### config.mk
export PLATFORM = sky130hd
export DESIGN_NAME = point_nd_store
export DESIGN_NICKNAME = d
export VERILOG_FILES = /design/src/rtl/point_nd_store.sv
export SDC_FILE = /design/constraint.sdc
export NUM_CORES = 1
export LEC_CHECK = 0
export ABC_AREA = 1
export CAP_MARGIN = 40
export CORE_MARGIN = 2
export CORE_UTILIZATION = 50
export CTS_BUF_LIST = sky130_fd_sc_hd__clkbuf_8 sky130_fd_sc_hd__clkbuf_16
export DETAILED_ROUTE_END_ITERATION = 10
export GPL_TIMING_DRIVEN = 0
export PLACE_DENSITY = 0.91
export SYNTH_ARGS = -nofsm -noshare
export SYNTH_HDL_FRONTEND = slang
export SYNTH_SLANG_ARGS = --single-unit
### constraint.sdc
create_clock -name clk -period 2.5 [get_ports clk]
set_clock_uncertainty 0.15 [all_clocks]
set_input_delay 0.625 -clock clk [delete_from_list [all_inputs] [get_ports clk]]
set_output_delay 0.625 -clock clk [all_outputs]
set_load 0.03 [all_outputs]
### src/rtl/point_nd_store.sv
// Serially loaded N-dimensional point register with length check and serial replay.
// Optional L1-norm output is enabled by defining POINT_L1_NORM_EN.
module point_nd_store #(
  parameter int DIMENSION = 2,
  parameter int COORD_W   = 32
) (
  input  logic                          clk,
  input  logic                          rst_n,
  input  logic                          wr_valid,
  output logic                          wr_ready,
  input  logic signed [COORD_W-1:0]     wr_data,
  input  logic                          wr_last,
  input  logic                          rd_req,
  output logic                          rd_valid,
  output logic signed [COORD_W-1:0]     rd_data,
  output logic [3:0]                    rd_index,
  output logic                          rd_last,
  output logic [DIMENSION*COORD_W-1:0]  coords,
  output logic                          pt_valid,
  output logic                          len_err
`ifdef POINT_L1_NORM_EN
  ,
  output logic [COORD_W+3:0]            l1_norm,
  output logic                          l1_valid
`endif
);

  localparam int IDX_W = 5;
  localparam logic [IDX_W-1:0] DIM_I     = IDX_W'(DIMENSION);
  localparam logic [IDX_W-1:0] LAST_I    = IDX_W'(DIMENSION - 1);
  localparam logic [3:0]       RD_LAST_I = 4'(DIMENSION - 1);

  if (DIMENSION < 1 || DIMENSION > 16) begin : g_dim_chk
    $error("point_nd_store: DIMENSION must be in 1..16");
  end

  typedef enum logic {IDLE = 1'b0, READ = 1'b1} state_t;

  state_t                    state_q, state_d;
  logic signed [COORD_W-1:0] coord_q [DIMENSION];
  logic signed [COORD_W-1:0] coord_d [DIMENSION];
  logic [IDX_W-1:0]          wr_idx_q, wr_idx_d;
  logic                      ovf_q, ovf_d;
  logic                      pt_valid_q, pt_valid_d;
  logic                      len_err_q, len_err_d;
  logic                      rd_valid_q, rd_valid_d;
  logic                      rd_last_q, rd_last_d;
  logic [3:0]                rd_index_q, rd_index_d;
  logic signed [COORD_W-1:0] rd_data_q, rd_data_d;
  logic [3:0]                rd_nxt;
  logic                      wr_fire;

  always_comb begin
    state_d    = state_q;
    coord_d    = coord_q;
    wr_idx_d   = wr_idx_q;
    ovf_d      = ovf_q;
    pt_valid_d = pt_valid_q;
    len_err_d  = len_err_q;
    rd_valid_d = rd_valid_q;
    rd_last_d  = rd_last_q;
    rd_index_d = rd_index_q;
    rd_data_d  = rd_data_q;
    rd_nxt     = rd_index_q + 4'd1;
    wr_fire    = wr_valid && (state_q == IDLE);

    if (wr_fire) begin
      // index 0 with no overflow pending can only be the first beat of a point
      if (wr_idx_q == '0 && !ovf_q) begin
        pt_valid_d = 1'b0;
        len_err_d  = 1'b0;
      end
      if (wr_idx_q < DIM_I) begin
        for (int i = 0; i < DIMENSION; i++) begin
          if (wr_idx_q == IDX_W'(i)) coord_d[i] = wr_data;
        end
        wr_idx_d = wr_idx_q + 1'b1;
      end else begin
        ovf_d = 1'b1;
      end
      if (wr_last) begin
        wr_idx_d = '0;
        ovf_d    = 1'b0;
        if (!ovf_q && wr_idx_q == LAST_I) begin
          pt_valid_d = 1'b1;
          len_err_d  = 1'b0;
        end else begin
          pt_valid_d = 1'b0;
          len_err_d  = 1'b1;
        end
      end
    end

    case (state_q)
      IDLE: begin
        rd_valid_d = 1'b0;
        rd_last_d  = 1'b0;
        rd_index_d = '0;
        rd_data_d  = '0;
        // a coincident accepted write takes priority and the request is lost
        if (rd_req && pt_valid_q && !wr_fire) begin
          state_d    = READ;
          rd_valid_d = 1'b1;
          rd_index_d = '0;
          rd_data_d  = coord_q[0];
          rd_last_d  = (DIMENSION == 1);
        end
      end
      READ: begin
        if (rd_last_q) begin
          state_d    = IDLE;
          rd_valid_d = 1'b0;
          rd_last_d  = 1'b0;
          rd_index_d = '0;
          rd_data_d  = '0;
        end else begin
          rd_index_d = rd_nxt;
          rd_last_d  = (rd_nxt == RD_LAST_I);
          for (int i = 0; i < DIMENSION; i++) begin
            if (rd_nxt == 4'(i)) rd_data_d = coord_q[i];
          end
        end
      end
      default: state_d = IDLE;
    endcase
  end

  always_ff @(posedge clk or negedge rst_n) begin
    if (!rst_n) begin
      state_q    <= IDLE;
      for (int i = 0; i < DIMENSION; i++) coord_q[i] <= '0;
      wr_idx_q   <= '0;
      ovf_q      <= 1'b0;
      pt_valid_q <= 1'b0;
      len_err_q  <= 1'b0;
      rd_valid_q <= 1'b0;
      rd_last_q  <= 1'b0;
      rd_index_q <= '0;
      rd_data_q  <= '0;
    end else begin
      state_q    <= state_d;
      coord_q    <= coord_d;
      wr_idx_q   <= wr_idx_d;
      ovf_q      <= ovf_d;
      pt_valid_q <= pt_valid_d;
      len_err_q  <= len_err_d;
      rd_valid_q <= rd_valid_d;
      rd_last_q  <= rd_last_d;
      rd_index_q <= rd_index_d;
      rd_data_q  <= rd_data_d;
    end
  end

  always_comb begin
    coords = '0;
    for (int i = 0; i < DIMENSION; i++) coords[i*COORD_W +: COORD_W] = coord_q[i];
  end

  assign wr_ready = (state_q == IDLE);
  assign rd_valid = rd_valid_q;
  assign rd_data  = rd_data_q;
  assign rd_index = rd_index_q;
  assign rd_last  = rd_last_q;
  assign pt_valid = pt_valid_q;
  assign len_err  = len_err_q;

`ifdef POINT_L1_NORM_EN
  // magnitude is taken one bit wider so the most-negative value cannot overflow
  function automatic logic [COORD_W:0] abs_ext(input logic signed [COORD_W-1:0] v);
    logic signed [COORD_W:0] e;
    e = {v[COORD_W-1], v};
    return v[COORD_W-1] ? (COORD_W+1)'(-e) : (COORD_W+1)'(e);
  endfunction

  logic [COORD_W+3:0] l1_sum;
  logic [COORD_W+3:0] l1_norm_q, l1_norm_d;
  logic               l1_valid_q, l1_valid_d;
  logic               l1_pend_q, l1_pend_d;

  always_comb begin
    l1_sum = '0;
    for (int i = 0; i < DIMENSION; i++) l1_sum = l1_sum + (COORD_W+4)'(abs_ext(coord_q[i]));
    l1_pend_d  = wr_fire && wr_last && !ovf_q && (wr_idx_q == LAST_I);
    l1_norm_d  = l1_norm_q;
    l1_valid_d = l1_valid_q;
    if (l1_pend_q) begin
      l1_norm_d  = l1_sum;
      l1_valid_d = 1'b1;
    end
    if (!pt_valid_d || wr_fire) begin
      l1_norm_d  = '0;
      l1_valid_d = 1'b0;
    end
  end

  always_ff @(posedge clk or negedge rst_n) begin
    if (!rst_n) begin
      l1_norm_q  <= '0;
      l1_valid_q <= 1'b0;
      l1_pend_q  <= 1'b0;
    end else begin
      l1_norm_q  <= l1_norm_d;
      l1_valid_q <= l1_valid_d;
      l1_pend_q  <= l1_pend_d;
    end
  end

  assign l1_norm  = l1_norm_q;
  assign l1_valid = l1_valid_q;
`endif

endmodule

==> metrics, run 1 <==
ANT cells 0; Syn Nets 710; Post-Synthesis Cells 667; Congestion Overflow GR 0; final hold vios 0; predominant post-synthesis flop cell dfrtp_1; Routed Antenna Nets 0; Synth Area in Compound Gates 15.6%; number of global-route vias before repair 4891; Resize count post-CTS 0; minimum clock period after layout 2.36 ns; syn avg cell area 8.62 um2; Least-Margin Pin Slew 0.596 ns; CP top delay family buffers and inverters; Leak 3.60 nW; Peak VDD IR 0.000753 V; post-placement cell area 7370 um2; largest net degree at the start of global routing 68; Non-Filler Instances 968; FP Rows 39; Die Height 111 um; mux cell area share after synthesis 0%; total number of vias 4958; status finished, final reports clean; Rel. slew slack 60.3%; total of max-cap violations 0; design area 7690 um2; Num CTS Buffers 9; IO Pins 142; Pwr per Cell Area 1430 nW/um2; Die ar. 12400 um2; initial antenna violation count 0; crit start category register; Clk pin slew, worst setup/hold paths 0.08 ns; CTS tree done; Final setup viols 0; Clock Path Buffers 2; Nets 863; Setup CP Type reg2out; CP Capture Type output pin; setup TNS 0 ns; GRT Overall Usage 24.5%; Max Fclk 0.423 GHz; Post-CTS Repair Setup Buffers 0; worst min path class in2async; arrival time worst endpoint 1.59 ns; Worst path max stage delay 0.74 ns; Final Power 11.0 mW; Initial Utilization 50.8%; placer congestion estimate 0.804; DR iter-0 viols 337; cts hold-fix bufs 0; clock sink total 111; post-DP HPWL 10500 um; Die Width 111 um; distinct cell type count after synthesis 27; Post-Synth Adder-Cell Area 1.31%; RR Startpoint rd_index[0]; Slowest cell on crit path clkdlybuf4s50_1; # DRC 0; simple logic cell fraction of the synthesized area 22.2%; crit path cell chain clkdlybuf4s50_1; Post-Synth XOR/XNOR Area 0.479%; Req. time, crit path 1.73 ns; number of synthesized register bits 111; main combinational cell family by area after synthesis simple AND/OR/NAND/NOR gates; worst reg-to-reg setup slack 0.32 ns; final worst slack 0.137 ns; Critical path buffers and inverters 1; final critical-path share of the clock period 94.5%; Yosys Warn Count 0; H-Tree Level Count 3; post-synthesis sequential area ratio 48.3%; Worst-Skew Late Latency 0.34 ns; synthesized area 5750 um2; pre-CTS WS -0.0590 ns; number of enable flip-flop cells after synthesis 0; Avg WL per Cell 15.4 um; filler cell count in the final layout 902; RSZ-0062 raised after global routing false; Area Overhead vs Synth 33.7%; share of synthesized registers carrying an async set or reset 100%; Port Buffer Count 141; # placed instances 952; Hold WS 0.137 ns; R2R depth 7; Reg-to-Reg End rd_data[11]; crit path max fanout 4; WL final 14900 um; Slew Limit Fails 0; first-pass detailed-route iteration total 5; core area 11300 um2; routed vias/inst 5.12; first-pass GRT wire length 24500 um; Layout Utilization 67.9%; clk root buf clkbuf_16; share of cells above drive strength 1 18.1%
## area by class of cell
cell class	instances	area (um2)	area share, %
Multi-Input combinational cell	402	2280	29.6
Clock inverter	7	96.3	1.25
Timing Repair Buffer	142	1440	18.7
Tap cell	143	179	2.33
Inverter	113	424	5.52
Buffer	41	273	3.55
Clock buffer	9	225	2.93
Sequential cell	111	2780	36.1
## Yosys cell counts, types with 2 or more instances
cell type    n  area share, %
a21oi_2     60            9.1
a21oi_1      8           0.70
clkbuf_1    14           0.91
o21ai_0      2           0.17
nand2_1    107            7.0
nor2_1      42            2.7
buf_2       17            1.5
nand3_4      2           0.61
buf_12       3            1.0
nand4_1     34            3.7
nor2_2      30            3.3
o21ai_1     64            5.6
inv_2        4           0.26
dfrtp_1    111             48
inv_1      109            7.1
nand3_1     38            3.3
nand2_2      2           0.22
ha_1         6            1.3
buf_6        6            1.2
## where the power goes
part           switching (mW)  internal [mW]
combinational            3.87           2.47
sequential              0.576           2.51
clock                   0.656          0.881
## state kept, by name, indices dropped and copies added, names as in the netlist, 4 cells and up
name / count
rd_index: 4
rd_data: 32
coords: 64
wr_idx_q: 5
## metal layers
metal  wire (um)  global-route usage [%]
met2        7220                    40.2
met3        1030                    4.87
met1        6260                    32.6
met4         358                    8.97
met5           0                       0
## worst max path at each step
| stage | from | to | slack, ns | cells after the start |
|---|---|---|---|---|
| floorplan | rd_index[0] | rd_data[10] | 0.39 | 9 |
| global route | rd_index[2] | rd_index[2] | 0.08 | 1 |
| finish | rd_index[2] | rd_index[2] | 0.14 | 1 |
| CTS | rd_index[2] | rd_index[2] | 0.12 | 1 |
| detailed placement | wr_valid | coords[43] | -0.06 | 9 |
| global placement | rst_n | coords[47] | -3.48 | 1 |
## cell families after synthesis
logic type	after synthesis
AO/OA/AOI/OAI	134
XOR/XNOR	1
adder cells (fa/ha/maj)	6
buffers and inverters	154
flip-flops	111
AND/OR/NAND/NOR	261
## layout by cell type, fill, tap and decap left out, types with 2 or more instances in the layout
cell | netlist | routed
a21oi_1 | 8 | 8
nand2_1 | 107 | 107
nor2_1 | 42 | 42
clkbuf_16 | 0 | 9
clkdlybuf4s50_1 | 0 | 140
bufinv_16 | 0 | 2
inv_2 | 4 | 4
nand3_1 | 38 | 38
o21ai_1 | 64 | 64
a21oi_2 | 60 | 60
dfrtp_1 | 111 | 111
nand2_2 | 2 | 2
inv_1 | 109 | 110
buf_4 | 1 | 2
nand4_1 | 34 | 34
nand3_4 | 2 | 2
o21ai_0 | 2 | 2
clkbuf_1 | 14 | 14
buf_2 | 17 | 17
buf_12 | 3 | 3
buf_6 | 6 | 6
clkinvlp_4 | 0 | 2
nor2_2 | 30 | 30
ha_1 | 6 | 6
No activity file was read; power rests on OpenSTA's default activity.
==> run 2: changes to the inputs <==
--- a/config.mk
+++ b/config.mk
@@ -11,6 +11,7 @@
 export CORE_UTILIZATION = 50
 export CTS_BUF_LIST = sky130_fd_sc_hd__clkbuf_8 sky130_fd_sc_hd__clkbuf_16
 export DETAILED_ROUTE_END_ITERATION = 10
+export GPL_ROUTABILITY_DRIVEN = 0
 export GPL_TIMING_DRIVEN = 0
 export PLACE_DENSITY = 0.91
 export SYNTH_ARGS = -nofsm -noshare
==> constraint.sdc (replaced) <==
create_clock -name clk -period 2.5 [get_ports clk]
set_clock_uncertainty 0.15 [all_clocks]
set_input_delay 0.625 -clock clk [delete_from_list [all_inputs] [get_ports clk]]
set_output_delay 0.625 -clock clk [all_outputs]
set_load 0.005 [all_outputs]
==> results of run 2 <==
The final DEF is identical to that of run 1. Status: finished, final reports clean.
Main changes from that run: setup slack after layout 0.137 ns -> 0.304 ns; start point of the critical path rd_index[2] -> wr_valid; end point of the critical path rd_index[2] -> coords[39]; total power 11.0 mW -> 9.70 mW; worst IR drop on VDD 0.000753 V -> 0.000606 V
